$ cat src/rtl/alu_seq.sv
// Multi-cycle ALU with valid/ready handshakes. It computes FWD/ADD/AND/OR/SUB in one cycle,
// MUL by shift-add over W cycles and shifts one bit per cycle, then registers the result with its flags.
module alu_seq #(
    parameter int W = 8
) (
    input  logic         CLK,
    input  logic         RESET_N,
    input  logic         in_valid,
    output logic         in_ready,
    input  logic [2:0]   operation,
    input  logic [W-1:0] data1,
    input  logic [W-1:0] data2,
    output logic         out_valid,
    input  logic         out_ready,
    output logic [W-1:0] result,
    output logic         ZERO,
    output logic         CARRY,
    output logic         OVERFLOW,
    output logic [1:0]   fsm_state
);

    localparam int CW = $clog2(W + 1);

    localparam logic [2:0] OP_FWD = 3'b000;
    localparam logic [2:0] OP_ADD = 3'b001;
    localparam logic [2:0] OP_AND = 3'b010;
    localparam logic [2:0] OP_OR  = 3'b011;
    localparam logic [2:0] OP_SUB = 3'b100;
    localparam logic [2:0] OP_MUL = 3'b101;
    localparam logic [2:0] OP_SLL = 3'b110;
    localparam logic [2:0] OP_SRA = 3'b111;

    typedef enum logic [1:0] {
        IDLE = 2'd0,
        BUSY = 2'd1,
        DONE = 2'd2
    } state_t;

    state_t          state;
    logic [2:0]      op_q;
    logic [CW-1:0]   cnt;
    logic [2*W-1:0]  acc;
    logic [2*W-1:0]  mcand;
    logic [W-1:0]    mplier;

    logic            accept;
    logic [W:0]      add_full;
    logic [W:0]      sub_full;
    logic [CW-1:0]   shamt;
    logic            quick;
    logic [W-1:0]    quick_res;
    logic            quick_c;
    logic            quick_v;
    logic [2*W-1:0]  acc_next;
    logic [W-1:0]    sh_next;

    // Valid/ready: a transfer happens on a rising edge where valid and ready are both high.
    // in_ready depends combinationally on out_ready so DONE can retire and accept on one edge.
    assign in_ready  = (state == IDLE) || ((state == DONE) && out_ready);
    assign accept    = in_valid && in_ready;
    assign out_valid = (state == DONE);
    assign fsm_state = state;

    assign add_full = {1'b0, data1} + {1'b0, data2};
    assign sub_full = {1'b0, data1} + {1'b0, ~data2} + {{W{1'b0}}, 1'b1};

    // Shift distance saturates at W, which already yields the all-zero / all-sign result.
    always_comb begin
        shamt = CW'(W);
        if (data2 < W'(W)) begin
            shamt = CW'(data2);
        end
    end

    always_comb begin
        quick_res = data2;
        quick_c   = 1'b0;
        quick_v   = 1'b0;
        quick     = 1'b1;
        case (operation)
            OP_FWD: quick_res = data2;
            OP_ADD: begin
                quick_res = add_full[W-1:0];
                quick_c   = add_full[W];
                quick_v   = (data1[W-1] == data2[W-1]) && (add_full[W-1] != data1[W-1]);
            end
            OP_AND: quick_res = data1 & data2;
            OP_OR:  quick_res = data1 | data2;
            OP_SUB: begin
                quick_res = sub_full[W-1:0];
                quick_c   = sub_full[W];
                quick_v   = (data1[W-1] != data2[W-1]) && (sub_full[W-1] != data1[W-1]);
            end
            OP_MUL: quick = 1'b0;
            OP_SLL, OP_SRA: begin
                quick_res = data1;
                quick     = (shamt == '0);
            end
            default: quick_res = data2;
        endcase
    end

    assign acc_next = mplier[0] ? (acc + mcand) : acc;
    assign sh_next  = (op_q == OP_SLL) ? {acc[W-2:0], 1'b0} : {acc[W-1], acc[W-1:1]};

    always_ff @(posedge CLK or negedge RESET_N) begin
        if (!RESET_N) begin
            state    <= IDLE;
            op_q     <= OP_FWD;
            cnt      <= '0;
            acc      <= '0;
            mcand    <= '0;
            mplier   <= '0;
            result   <= '0;
            ZERO     <= 1'b0;
            CARRY    <= 1'b0;
            OVERFLOW <= 1'b0;
        end else if (accept) begin
            op_q <= operation;
            if (quick) begin
                result   <= quick_res;
                ZERO     <= (quick_res == '0);
                CARRY    <= quick_c;
                OVERFLOW <= quick_v;
                state    <= DONE;
            end else if (operation == OP_MUL) begin
                acc    <= '0;
                mcand  <= {{W{1'b0}}, data1};
                mplier <= data2;
                cnt    <= CW'(W - 1);
                state  <= BUSY;
            end else begin
                acc   <= {{W{1'b0}}, data1};
                cnt   <= shamt - {{(CW-1){1'b0}}, 1'b1};
                state <= BUSY;
            end
        end else begin
            case (state)
                BUSY: begin
                    if (cnt != '0) begin
                        cnt <= cnt - {{(CW-1){1'b0}}, 1'b1};
                    end
                    if (op_q == OP_MUL) begin
                        acc    <= acc_next;
                        mcand  <= {mcand[2*W-2:0], 1'b0};
                        mplier <= {1'b0, mplier[W-1:1]};
                        if (cnt == '0) begin
                            result   <= acc_next[W-1:0];
                            ZERO     <= (acc_next[W-1:0] == '0);
                            CARRY    <= 1'b0;
                            OVERFLOW <= (acc_next[2*W-1:W] != '0);
                            state    <= DONE;
                        end
                    end else begin
                        acc[W-1:0] <= sh_next;
                        if (cnt == '0) begin
                            result   <= sh_next;
                            ZERO     <= (sh_next == '0);
                            CARRY    <= 1'b0;
                            OVERFLOW <= 1'b0;
                            state    <= DONE;
                        end
                    end
                end
                DONE: begin
                    if (out_ready) begin
                        state <= IDLE;
                    end
                end
                default: state <= IDLE;
            endcase
        end
    end

endmodule

$ cat config.mk
export PLATFORM = sky130hd
export DESIGN_NAME = alu_seq
export DESIGN_NICKNAME = d
export VERILOG_FILES = /design/src/rtl/alu_seq.sv
export SDC_FILE = /design/constraint.sdc
export NUM_CORES = 1
export LEC_CHECK = 0
export CAP_MARGIN = 15
export CORE_ASPECT_RATIO = 1.5
export CORE_MARGIN = 8
export CORE_UTILIZATION = 61
export DETAILED_ROUTE_END_ITERATION = 8
export GPL_TIMING_DRIVEN = 0
export PLACE_DENSITY = 0.92
export REMOVE_ABC_BUFFERS = 1
export SLEW_MARGIN = 30
export SYNTH_ARGS = -nofsm -noshare
export SYNTH_HDL_FRONTEND = slang
export SYNTH_SLANG_ARGS = --single-unit
$ cat constraint.sdc
create_clock -name CLK -period 3.71 [get_ports CLK]
set_clock_uncertainty 0.15 [all_clocks]
set_input_delay 0.742 -clock CLK [delete_from_list [all_inputs] [get_ports CLK]]
set_output_delay 0.742 -clock CLK [all_outputs]
set_load 0.02 [all_outputs]
## Word-level counts from Yosys, hierarchy flattened

Cells that the tools add are included.

| word-level totals | value |
|---|---|
| bits in registers | 60 |
| latch bits | 0 |
| RAM bits | 0 |
| bits in read-only memories | 0 |
| input bits | 23 |
| output and inout bits | 15 |
| word-level logic and storage cells | 119 |
| memories | 0 |

| cells by class | value |
|---|---|
| add/sub/neg operators | 6 |
| $mul | 0 |
| divide/modulo/power cells | 0 |
| magnitude comparators | 1 |
| equal/unequal tests | 20 |
| shift operators | 0 |
| muxes and demuxes | 54 |
| bitwise gates (word level) | 3 |
| reductions and logical operators | 24 |

Operators by type and width:

| cell | count |
|---|---|
| 2-to-1 mux 16 bit | 9 |
| 2-to-1 mux 8 bit | 15 |
| one-hot mux 8 bit (5 select lines) | 1 |
| logical NOT 8 bit | 3 |
| 2-to-1 mux 4 bit | 6 |
| adder 8 x 8 -> 9 bit | 2 |
| equality test 3 bit, second input constant | 6 |
| adder 16 bit | 1 |
| 2-to-1 mux 1 bit | 15 |
| adder 9 x 1 -> 9 bit, second input constant | 1 |
| AND reduction 3 bit | 3 |
| AND 8 bit | 1 |
| logical NOT 4 bit | 2 |
| less-than comparator 8 x 4 -> 1 bit, second input constant | 1 |
| 2-to-1 mux 2 bit | 4 |
| NOT 8 bit | 1 |
| OR 8 bit | 1 |
| nonzero test 2 bit | 4 |
| nonzero test 8 bit | 1 |
| subtractor 4 x 1 -> 4 bit, second input constant | 2 |
| equality test 3 x 2 -> 1 bit, second input constant | 2 |
| one-hot mux 1 bit (2 select lines) | 3 |
| logical AND 1 bit | 4 |
| inequality test 2 x 1 -> 1 bit, second input constant | 2 |
| other kinds (15) | 18 |

## Longest topological paths before layout

| logic depth | value |
|---|---|
| depth after elaboration | 8 |
| depth in mapped cells | 13 |
| gate-level depth less buffers | 11 |

## Worst setup path before layout

No wires, ideal clock.

| path | value |
|---|---|
| path type | input to register |
| from | in data2[6] |
| to | reg mcand[2] |
| setup time | 0.130 ns |
| data arrival time | 3.188 ns |
| required time | 3.430 ns |
| path slack | 0.243 ns |
| cell stages on the path | 12 |
| path buffers | 2 |
| cells stage by stage | or4_4 -> nor2_1 -> nand2_1 -> ha_1 -> nor4b_4 -> a2111o_1 -> and2_1 -> buf_6 -> a21o_4 -> nor2_8 -> buf_4 -> a31oi_2 |

| between the ends | value |
|---|---|
| longest elaborated chain between the ends | 6 |

RTL lines:

| element | line | text |
|---|---|---|
| start: declaration | 12 | `input logic [W-1:0] data2,` |
| less-than comparator 8 x 4 -> 1 bit | 70 | `if (data2 < W'(W)) begin` |
| 2-to-1 mux 4 bit | 70 |  |
| logical NOT 4 bit | 97 | `quick = (shamt == '0);` |
| one-hot mux 1 bit (2 select lines) | 80 | `case (operation)` |
| inequality test 2 bit (no source line) | - |  |
| AND reduction 4 bit (no source line) | - |  |
| end signal: assignment | 128 | `mcand <= {{W{1'b0}}, data1};` |
| end signal: assignment | 145 | `mcand <= {mcand[2*W-2:0], 1'b0};` |
| end: declaration | 43 | `logic [2*W-1:0] mcand;` |

No other way between the ends.
A chain may end at the register's enable or synchronous reset.

## Final worst setup path

| path | value |
|---|---|
| from | in data1[0] |
| to | reg ZERO |

| between the ends | value |
|---|---|
| longest elaborated chain between the ends | 6 |
| elaborated cells between the ends (all ways) | 9 |
| classes of those cells | 3 x add/sub; 3 x mux; 2 x bitwise; 1 x reduce/logical |

RTL lines:

| element | line | text |
|---|---|---|
| start: declaration | 11 | `input logic [W-1:0] data1,` |
| adder 8 x 8 -> 9 bit | 65 | `assign sub_full = {1'b0, data1} + {1'b0, ~data2} + {{W{1'b0}}, 1'b1};` |
| adder 9 x 1 -> 9 bit | 65 |  |
| one-hot mux 8 bit (5 select lines) * | 80 |  |
| logical NOT 8 bit * | 122 | `ZERO <= (quick_res == '0);` |
| 2-to-1 mux 1 bit * | 120 | `if (quick) begin` |
| 2-to-1 mux 1 bit * | 118 | `end else if (accept) begin` |
| end signal: assignment | 122 |  |
| end signal: assignment | 149 | `ZERO <= (acc_next[W-1:0] == '0);` |
| end signal: assignment | 158 | `ZERO <= (sh_next == '0);` |
| end: declaration | 16 | `output logic ZERO,` |

Every way passes the cells marked *; elsewhere a longest branch is shown, timed or not. The select of a mux whose other input is x is not followed.

==> flow_metrics.py <==
metrics = {
    "floorplan": {
        "die_w_um": 93.07,
        "die_h_um": 131.6,
        "ios": 38,
        "start_util": 0.6229,
        "rows": 42,
        "die-area_um2": 12250,
        "core_area_um2": 8723,
    },
    "sta": {
        "fmax_mhz": 276.0,
        "hold_violations": 0,
        "fin_crit_ps": 3623,
        "worst_pin_slew_ps": 937.7,
        "final.setup.worst_slack_ps": 86.51,
        "slew_headroom": 0.3749,
        "fin_crit_sh": 0.9767,
        "slew_viol_final": 0,
        "setup_viol": 0,
        "setup_tns_ps": 0,
    },
    "route": {
        "viasPerCell": 6.872,
        "vias": 5532,
        "drt_first_pass_iters": 7,
        "ant_nets": 0,
        "first_iter_violations": 623,
        "wl_um": 16540,
        "route.detailed.drc": 0,
        "wl_per_cell_um": 20.54,
    },
    "cts": {
        "cts_inserted_buffers": 9,
        "cts.sinks": 60,
        "hold_buffers": 0,
        "clk_pin_slew_ps": 50,
        "insertion_delay_ps": 340,
        "h-tree-depth": 3,
        "root_buffer": "clkbuf_16",
        "cts_buffer_depth": 2,
        "cts_tree": "done",
    },
    "synthesis": {
        "synth_area_per_cell_um2": 8.086,
        "syn_area_um2": 5434,
        "ys_async_sr_fraction": 1.000,
        "synth_edf_count": 0,
        "ys_seq_area_frac": 0.2763,
        "synth.distinct_cells": 77,
        "ys_ff_latch": 60,
        "yosys_warnings": 0,
        "synth_cells": 672,
        "synth_ff_type": "dfrtp_1",
    },
    "worst_setup_path": {
        "cp_slowest_stage_delay_ps": 570,
        "cp-end-kind": "register",
        "path_delay_family": "compound AO/OA/AOI/OAI gates",
        "cp_max_fo": 4,
        "cp-start-kind": "primary input",
        "cp_cell_sequence": "clkdlybuf4s50_1, inv_1, ha_1, fa_2, nor2b_1, o21ai_0, a32oi_1, o211ai_1, nor4_2, nand4_1, o311a_1, o21ai_1",
        "cp_data_arrival_time_ps": 3730,
        "required_ps": 3820,
        "slowest_stage": "clkdlybuf4s50_1",
        "path_buf_inv": 2,
        "critical_path_class": "primary input to register",
    },
    "cells_and_area": {
        "diodes": 0,
        "final_cell_mix": "97 x nand2_1, 59 x dfrtp_1, 51 x nor2_1",
        "final_common_cell": "nand2_1",
        "final_layout_size_suffix_gt1_frac": 0.1007,
        "area_delta_synth_final_pct": 15.63,
        "final_nets": 757,
    },
    "global_routing": {
        "antenna_found_initial": 0,
        "grt_max_degree": 41,
        "grt_pass1_vias": 5576,
        "grt_use_total": 0.2718,
        "grt_pass1_wl_um": 26970,
        "grt_overflow": 0,
    },
    "power": {
        "irDropWorstVdd_mv": 0.3773,
        "power.static_leakage_nw": 2.811,
        "power.density_nw_per_um2": 746.5,
    },
    "run": {
        "drv_cap": 0,
    },
    "placement": {
        "numPortBuffers": 37,
        "dpl_worst_slack_ps": -908.1,
        "dp.final_hpwl_um": 11550,
        "gp_congestion": 0.9858,
    },
    "run_status": {
        "run_status": "completed",
    },
    "worst_hold_path": {
        "worstHoldPathType": "primary input to async pin",
    },
}
==> flip-flops by register name, indices dropped and copies added, names as in the netlist <==
| name | count |
|---|---|
| mplier | 8 |
| ZERO | 1 |
| cnt | 4 |
| mcand | 16 |
| CARRY | 1 |
| fsm_state | 2 |
| op_q | 3 |
| result | 8 |
| acc | 16 |
| OVERFLOW | 1 |
==> final cells by class <==
type	instances	area (um^2)
fillers	673	2440
clock buffers	9	225.2
flip-flops and latches	60	1503
well taps	110	137.6
repair buffers	45	457.9
clock inverters	7	98.84
inverters	36	135.1
multi-input cells	538	3726
==> path summary, 6_finish.rpt <==
path,start,to,slack (ps),cells past startpoint
worst max-delay path,data1[0],ZERO,90,12
worst min-delay path,RESET_N,mcand[7],150,1
worst max register to register,mcand[0],OVERFLOW,570,11
worst min register to register,result[6],result[6],330,2
max in group asynchronous,RESET_N,mplier[0],2730,2
min in group CLK,result[6],result[6],330,2
==> power by group <==
part           switching, mW  internal (mW)
combinational           1.53           1.03
sequential             0.294          0.914
clock                  0.327          0.591
total                   2.15           2.54
==> per-stage QoR <==
stage | hold slack, ps | instance area (um^2) | util | total power, mW | instances
finish | 151.2 | 6284 | 0.7203 | 4.691 | 805
global route | 173.1 | 6284 | 0.7203 | 4.967 | 805
CTS | 159.6 | 6207 | 0.7116 | 4.582 | 803
detailed placement | 308.9 | 5782 | 0.6628 | 3.558 | 780
global placement | 305.9 | 5763 | 0.6606 | 3.460 | 779
floorplan | 296.4 | 5255 | - | 2.842 | 632
==> cell usage after synthesis, types with 6 or more instances <==
cell / n / area share
nor3_1: 12 / 0.011
nor2_1: 52 / 0.036
nand2b_1: 13 / 0.015
a21oi_1: 29 / 0.027
ha_1: 41 / 0.094
a211oi_1: 10 / 0.014
buf_2: 8 / 0.0074
xnor2_1: 7 / 0.011
o211ai_1: 6 / 0.0083
a31oi_1: 18 / 0.021
o22ai_1: 8 / 0.0092
nor3b_1: 6 / 0.0083
clkbuf_1: 26 / 0.018
inv_1: 36 / 0.025
a22o_1: 11 / 0.018
dfrtp_1: 60 / 0.28
mux2i_1: 12 / 0.022
o21ai_0: 48 / 0.044
a31oi_2: 6 / 0.014
xor2_1: 7 / 0.011
nand3_1: 15 / 0.014
a21o_1: 13 / 0.018
nor2b_1: 11 / 0.013
nand2_1: 97 / 0.067
==> metal layers <==
metal  track usage  vias to the layer above  share of wire
met4        0.2205                        0          0.067
li1              -                     2479              -
met2        0.4536                      331           0.50
met5             0                        -              0
met1        0.2917                     2619           0.36
met3       0.04561                      103          0.071
==> kinds of logic (layout without fill, tap and decap cells) <==
family	after synthesis	after routing	synth area share
compound gates	216	216	0.2839
fa+ha+maj	44	44	0.1055
flops	60	60	0.2763
buf+inv	76	97	0.05779
xor+xnor	14	14	0.02257
mux	17	17	0.03454
simple gates	245	247	0.2194
==> repair_timing <==
action                                  in CTS  in global routing
pin swaps                                    4                  4
resized for setup                           16                 17
endpoints found under the setup margin      46                 31
setup buffers                                5                  2
gates cloned                                 2                  0
Power figures use the tool's default switching activity.
